### config.mk
export PLATFORM = sky130hd
export DESIGN_NAME = ipsum_fifo
export DESIGN_NICKNAME = d
export VERILOG_FILES = /design/src/rtl/ipsum_fifo.sv
export SDC_FILE = /design/constraint.sdc
export NUM_CORES = 1
export LEC_CHECK = 0
export ABC_CLOCK_PERIOD_IN_PS = 5060
export BUFFER_PORTS_ARGS = -buffer_cell sky130_fd_sc_hd__buf_2
export CAP_MARGIN = 40
export CORE_ASPECT_RATIO = 0.9
export CORE_UTILIZATION = 57
export CTS_CLUSTER_DIAMETER = 60
export DETAILED_ROUTE_END_ITERATION = 10
export GPL_ROUTABILITY_DRIVEN = 0
export PLACE_DENSITY = 0.78
export SETUP_SLACK_MARGIN = 0.2
export SYNTH_ARGS = -nofsm -noshare
export SYNTH_HDL_FRONTEND = slang
export SYNTH_SLANG_ARGS = --single-unit
### constraint.sdc
create_clock -name clk -period 5.06 [get_ports clk]
set_input_delay 1.012 -clock clk [delete_from_list [all_inputs] [get_ports clk]]
set_output_delay 1.012 -clock clk [all_outputs]
set_load 0.01 [all_outputs]
### src/rtl/ipsum_fifo.sv
// rtl/ipsum_fifo.sv - input-psum unpacking FIFO: 16/32-bit push, 16-bit registered pop
// Optional sticky error flag err_o when IPSUM_FIFO_ERR_EN is defined.
module ipsum_fifo #(
    parameter int DEPTH = 4
) (
    input  logic                       clk,
    input  logic                       rst_n,
    input  logic                       ipsum_fifo_reset_i,
    input  logic                       push_en,
    input  logic                       push_mod,
    input  logic [31:0]                push_data,
    output logic                       full,
    output logic                       room2,
    input  logic                       pop_en,
    output logic [15:0]                pop_data,
    output logic                       pop_valid,
    output logic                       empty,
`ifdef IPSUM_FIFO_ERR_EN
    output logic                       err_o,
`endif
    output logic [$clog2(DEPTH):0]     count
);
    localparam int AW = $clog2(DEPTH);
    localparam int CW = AW + 1;

    logic [15:0]   mem_q [DEPTH];
    logic [15:0]   mem_d [DEPTH];
    logic [AW-1:0] wr_ptr_q, wr_ptr_d;
    logic [AW-1:0] rd_ptr_q, rd_ptr_d;
    logic [CW-1:0] count_q, count_d;
    logic [15:0]   pop_data_q, pop_data_d;
    logic          pop_valid_q, pop_valid_d;
    logic          push16_ok, push32_ok, pop_ok;
    logic [1:0]    n_push;

    assign full  = (count_q == CW'(DEPTH));
    assign room2 = (count_q <= CW'(DEPTH - 2));
    assign empty = (count_q == '0);
    assign count = count_q;
    assign pop_data  = pop_data_q;
    assign pop_valid = pop_valid_q;

    // Acceptance looks only at the current occupancy; a same-cycle pop frees nothing.
    assign push16_ok = push_en & ~push_mod & ~full;
    assign push32_ok = push_en &  push_mod & room2;
    assign pop_ok    = pop_en & ~empty;
    assign n_push    = {push32_ok, push16_ok};

`ifdef IPSUM_FIFO_ERR_EN
    logic err_q, err_d;
    assign err_o = err_q;
`endif

    always_comb begin
        mem_d       = mem_q;
        wr_ptr_d    = wr_ptr_q;
        rd_ptr_d    = rd_ptr_q;
        pop_data_d  = pop_data_q;
        pop_valid_d = 1'b0;
        count_d     = count_q + CW'(n_push) - CW'(pop_ok);
`ifdef IPSUM_FIFO_ERR_EN
        err_d = err_q | (push_en & ~push16_ok & ~push32_ok) | (pop_en & empty);
`endif
        if (ipsum_fifo_reset_i) begin
            for (int i = 0; i < DEPTH; i++) mem_d[i] = '0;
            wr_ptr_d   = '0;
            rd_ptr_d   = '0;
            count_d    = '0;
            pop_data_d = '0;
`ifdef IPSUM_FIFO_ERR_EN
            err_d = 1'b0;
`endif
        end else begin
            if (push16_ok) begin
                mem_d[wr_ptr_q] = push_data[15:0];
                wr_ptr_d        = wr_ptr_q + AW'(1);
            end
            if (push32_ok) begin
                mem_d[wr_ptr_q]          = push_data[15:0];
                mem_d[wr_ptr_q + AW'(1)] = push_data[31:16];
                wr_ptr_d                 = wr_ptr_q + AW'(2);
            end
            if (pop_ok) begin
                pop_data_d  = mem_q[rd_ptr_q];
                rd_ptr_d    = rd_ptr_q + AW'(1);
                pop_valid_d = 1'b1;
            end
        end
    end

    always_ff @(posedge clk or negedge rst_n) begin
        if (!rst_n) begin
            for (int i = 0; i < DEPTH; i++) mem_q[i] <= '0;
            wr_ptr_q    <= '0;
            rd_ptr_q    <= '0;
            count_q     <= '0;
            pop_data_q  <= '0;
            pop_valid_q <= 1'b0;
        end else begin
            mem_q       <= mem_d;
            wr_ptr_q    <= wr_ptr_d;
            rd_ptr_q    <= rd_ptr_d;
            count_q     <= count_d;
            pop_data_q  <= pop_data_d;
            pop_valid_q <= pop_valid_d;
        end
    end

`ifdef IPSUM_FIFO_ERR_EN
    always_ff @(posedge clk or negedge rst_n) begin
        if (!rst_n) err_q <= 1'b0;
        else        err_q <= err_d;
    end
`endif

endmodule

Yosys cells after proc, flatten, opt, wreduce, memory -nomap -nowiden
Index checks and enable logic that the tools add are counted.
{"block": "word_totals", "in_bits": 38, "reg_bits": 88, "wordCells": 61, "out_inout_bits": 23}
{"block": "classes", "n_reduce_logical": 5, "n_eq_ne": 1, "bitwise": 11, "n_lt_le_gt_ge": 6, "n_mux": 24, "add_sub_neg": 5}
{"op": "$mux W64", "n": 4}
{"op": "$bwmux W64", "n": 3}
{"op": "$mux W16", "n": 6}
{"op": "$demux W16 S2", "n": 2}
{"op": "$bmux W16 S2", "n": 1}
{"op": "$mux W2", "n": 5}
{"op": "$ge A3 B3 Y1 const B", "n": 3}
{"op": "$not A2 Y3", "n": 3}
{"op": "$lt A3 B1 Y1 const B", "n": 2}
{"op": "$and A1 B1 Y1", "n": 5}
{"op": "$add A2 B1 Y2 const B", "n": 2}
{"op": "$add A3 B2 Y3", "n": 1}
{"op": "$eq A3 B3 Y1 const B", "n": 1}
{"op": "$le A3 B2 Y1 const B", "n": 1}
{"op": "$logic_not A3 Y1", "n": 1}
{"op": "$mux W3", "n": 1}
{"op": "$not A1 Y1", "n": 3}
{"op": "$reduce_bool A3 Y1", "n": 1}
{"op": "$sub A3 B1 Y3", "n": 1}
{"op": "$add A2 B2 Y2 const B", "n": 1}
{"op": "$logic_and A1 B1 Y1", "n": 2}
{"op": "$mux W1", "n": 2}
{"op": "$reduce_bool A2 Y1", "n": 1}

Logic depth before layout (Yosys ltp)
{"block": "logic_depth", "ltp_word": 12, "depth_mapped": 11, "depth_no_buf": 9}

Least setup slack after synthesis
OpenSTA, ideal clock, no wires.
{"block": "synth_timing", "path_type": "input to register", "startpoint": "input port push_mod", "endpoint": "register count_q[2], in the netlist count[2]", "path_buffers": 2, "slack_ps": 2149, "stages": 10, "arrival_time_ps": 2781, "setup_time_ps": 130, "cell_sequence": "or3b_4 -> buf_6 -> buf_6 -> xnor2_1 -> ha_1 -> inv_1 -> fa_1 -> xnor2_1 -> xnor2_1 -> nor2_1"}
{"block": "synth_between", "elab_chain_len": 6}
{"item": "from (decl)", "line_no": "10", "text": "input logic push_mod,"}
{"item": "$not A1 Y1", "line_no": "44", "text": "assign push16_ok = push_en & ~push_mod & ~full;"}
{"item": "$and A1 B1 Y1 (2 in series)", "line_no": "44"}
{"item": "$add A3 B2 Y3 (*)", "line_no": "60", "text": "count_d = count_q + CW'(n_push) - CW'(pop_ok);"}
{"item": "$sub A3 B1 Y3 (*)", "line_no": "60"}
{"item": "$mux W3 (*)", "line_no": "64", "text": "if (ipsum_fifo_reset_i) begin"}
{"item": "named net count_d[2]", "line_no": "30", "text": "logic [CW-1:0] count_q, count_d;"}
{"item": "to (signal assigned)", "line_no": "103", "text": "count_q <= count_d;"}
{"item": "to (decl)", "line_no": "30"}
The timed path passes the listed nets; every way through them passes the cells marked *.
A chain may end at the register's enable or synchronous reset.

Final worst setup path
{"block": "layout_timing", "startpoint": "input port push_en", "endpoint": "register count_q[2], in the netlist count[2]"}
{"block": "layout_between", "elab_chain_len": 5}
{"item": "from (decl)", "line_no": "9", "text": "input logic push_en,"}
{"item": "$and A1 B1 Y1 (on tied branches) (2 in series)", "line_no": "44, 45"}
{"item": "$add A3 B2 Y3 (*)", "line_no": "60"}
{"item": "$sub A3 B1 Y3 (*)", "line_no": "60"}
{"item": "$mux W3 (*)", "line_no": "64"}
{"item": "named net count_d[2]", "line_no": "30"}
Marked as above.

==> impl_metrics.ini <==
[run_status]
status = finished, final reports clean

[routing]
drc = 0
ant_nets = 0
vias = 5745
viasPerCell = 6.688
wl_per_cell_um = 21.64
wl_mm = 18.59
firstDrtPassIters = 5
first_iter_violations = 513

[clock_network]
hold_buffers = 0
cts.clk_slew.worst_paths_ps = 70
cts_sinks = 88
cts_made_buffers = 9
cts_root_buffer = clkbuf_16
cts_setup_buffers = 0
clockBufferDepth = 2
cts_tree = done
clkLatencyLatePin_ps = 350
htree_levels = 3
cts_resized = 0

[floorplanning]
rows = 36
chipWidth_um = 114.9
start_util_pct = 59.49
ios = 61
dieArea_um2 = 11900
coreArea_um2 = 10990
die_y_um = 103.6

[global_route]
grt_max_degree = 75
grt_overflow = 0
first_global_vias = 5867
grt_pass1_wl_mm = 30.03
antenna_found_initial = 0
grt_util_all_layers_pct = 32.38

[pwr]
combPwrFrac_pct = 42.2
peakVddDrop_v = 0.0002312
leakagePower_nw = 3.150
powerDensity_nw_per_um2 = 399.6
p_switching_mw = 1.111
power_frac_seq_pct = 33.5
p_sw_share_pct = 38.71
power.internal_mw = 1.759
clkPwrFrac_pct = 24.3

[synthesis]
ys_types = 31
synthAdderAreaFrac_pct = 2.220
synthTopCellsByArea = dfrtp_1 34%, mux2i_1 10%, o32ai_1 8.6%, a21boi_0 7.3%, o21bai_1 7.3%
synth_xor_xnor_area_share_pct = 0.8037
syn_avg_cell_area_um2 = 9.602
synth_top_family_by_area = compound AO/OA/AOI/OAI gates
netlist.top_cell.by_area = dfrtp_1
synthSimpleGateAreaFrac_pct = 11.88
syn_nets = 730
netlist.area_leader.share_pct = 33.68
ys_seq_area_share_pct = 33.68
synth_compound_area_share_pct = 30.73
ys_ff_latch = 88
netlist_instances = 681
ys_warn_count = 0
muxShareOfSynthArea_pct = 15.46
syn-cell-area_um2 = 6539

[layout]
layout.nets = 751
diodes = 0
areaGrowthSynthToFinish_pct = 9.855
layout-drive-gt1-share_pct = 16.12

[setup_path]
cp-start-kind = input pin
crit_start = push_en
endpoint_kind = flop
worst_ep_required_time_ps = 5260
crit_fanout = 67
reg2reg_from = count[0]
cp.arrival_ps = 3210
critPathKind = input pin to flop

[timing]
tightestPinTransition_ps = 931.1
slew_viol_final = 0
finalCritPeriodShare_pct = 59.58
finalSetupViolations = 0
fmax_ghz = 0.3317
period_needed_ps = 3015
finalHoldViolCount = 0
clock_skew_ps = 6.847
rsz0062_at_grt = false
slew_headroom_pct = 37.80
finalWorstSetupSlack_ps = 2045
setup-tns-final_ps = 0

[flow_run]
maxCapViolCount = 0

[hold_path]
hold_class = flop to flop
hp-start = pop_data[6]

[place]
dp_hpwl_mm = 11.06
pre_cts_slack_ps = 1688
portBuffers = 60
==> logic make-up (layout without fill, tap and decap cells) <==
kind of cell | count (synthesis) | count (layout)
AO/OA/AOI/OAI | 276 | 276
XOR/XNOR | 6 | 6
buffers and inverters | 73 | 99
multiplexers | 81 | 81
AND/OR/NAND/NOR | 146 | 146
flip-flops | 88 | 88
adder cells (fa/ha/maj) | 11 | 11
==> critical path, cell delays in order <==
cell and delay [ps]:
buf_2 130, or3b_4 820, xnor2_1 190, ha_1 180, inv_1 60, fa_1 430
xnor2_1 170, xnor2_1 140, nor2_1 60
==> cells in the final DEF, fill, tap and decap left out, types with 17 or more instances in the layout <==
cell type / n
nor2_1: 69
a21boi_0: 64
o32ai_1: 64
o21bai_1: 64
dfrtp_1: 88
buf_4: 17
mux2i_1: 65
and2b_1: 18
a21oi_1: 66
nor2b_1: 47
buf_2: 59
==> registers in the layout, indices dropped and copies added, names as in the netlist <==
name,cells
pop_data,16
rd_ptr_q,2
count,3
mem_q,64
wr_ptr_q,2
pop_valid,1
==> cells in the mapped netlist <==
master and number:
inv_1 4, a21oi_1 66, a22o_1 16, nand2_1 2, xnor2_1 5, dfrtp_1 88, or3b_4 1, mux2i_1 65
ha_1 10, clkbuf_1 34, nor3_1 1, nor3b_4 1, nor4bb_1 1, fa_1 1, buf_2 27, and2_1 2
and2b_1 18, o32ai_1 64, xor2_1 1, buf_6 2, a21boi_0 64, buf_4 5, nor2_1 70, nand2_2 1
nor2b_1 48, o21bai_1 64, a31o_2 1, nand3b_1 1, o31a_1 1, buf_1 1, mux4_2 16
==> routing by layer <==
metal | GRT usage [%] | part of all wire [%] | vias to the layer above
li1 | - | - | 2586
met1 | 41.63 | 43 | 2916
met2 | 53.70 | 49 | 200
met3 | 4.915 | 5.1 | 43
met4 | 14.19 | 2.8 | 0
met5 | 0 | 0 | -
==> power groups by stage <==
| stage | Sequential [mW] | Clock [mW] | Combinational [mW] |
|---|---|---|---|
| 6_report | 0.962 | 0.697 | 1.21 |
| 4_1_cts | 0.960 | 0.706 | 1.20 |
| 3_3_place_gp | 0.965 | 0 | 1.11 |
| 5_1_grt | 0.979 | 0.732 | 1.31 |
| 2_1_floorplan | 0.934 | 0 | 0.894 |
| 3_5_place_dp | 0.972 | 0 | 1.20 |
==> path summary, 6_finish.rpt <==
kind | end | slack (ps) | cells after the start
worst min-delay path | pop_data[6] | 500 | 1
worst max-delay path | count[2] | 2050 | 9
worst max register to register | count[2] | 2110 | 9
max in group asynchronous | mem_q[38] | 3370 | 2
min in group asynchronous | pop_data[9] | 760 | 1
worst min register to register | pop_data[6] | 500 | 1
==> area by class of cell <==
cell class / instances / area (um2)
clock inverter: 2 / 37.54
inverter: 4 / 15.01
multi-input combinational: 520 / 4005
clock buffer: 14 / 264.0
tap: 152 / 190.2
timing repair buffer: 79 / 469.2
sequential: 88 / 2202
fill: 935 / 3807
==> metrics by stage <==
| stage | utilization, % | cells | instance area [um2] | total power [mW] | hold WS, ps |
|---|---|---|---|---|---|
| global placement | 62.12 | 839 | 6828 | 2.079 | 481.9 |
| finish | 65.36 | 859 | 7183 | 2.871 | 501.9 |
| detailed placement | 62.61 | 843 | 6882 | 2.171 | 485.7 |
| CTS | 65.36 | 859 | 7183 | 2.869 | 504.4 |
| floorplan | - | 681 | 6539 | 1.828 | 532.6 |
| global route | 65.36 | 859 | 7183 | 3.024 | 518.0 |
Note: power is estimated with default switching activity, not from simulation.
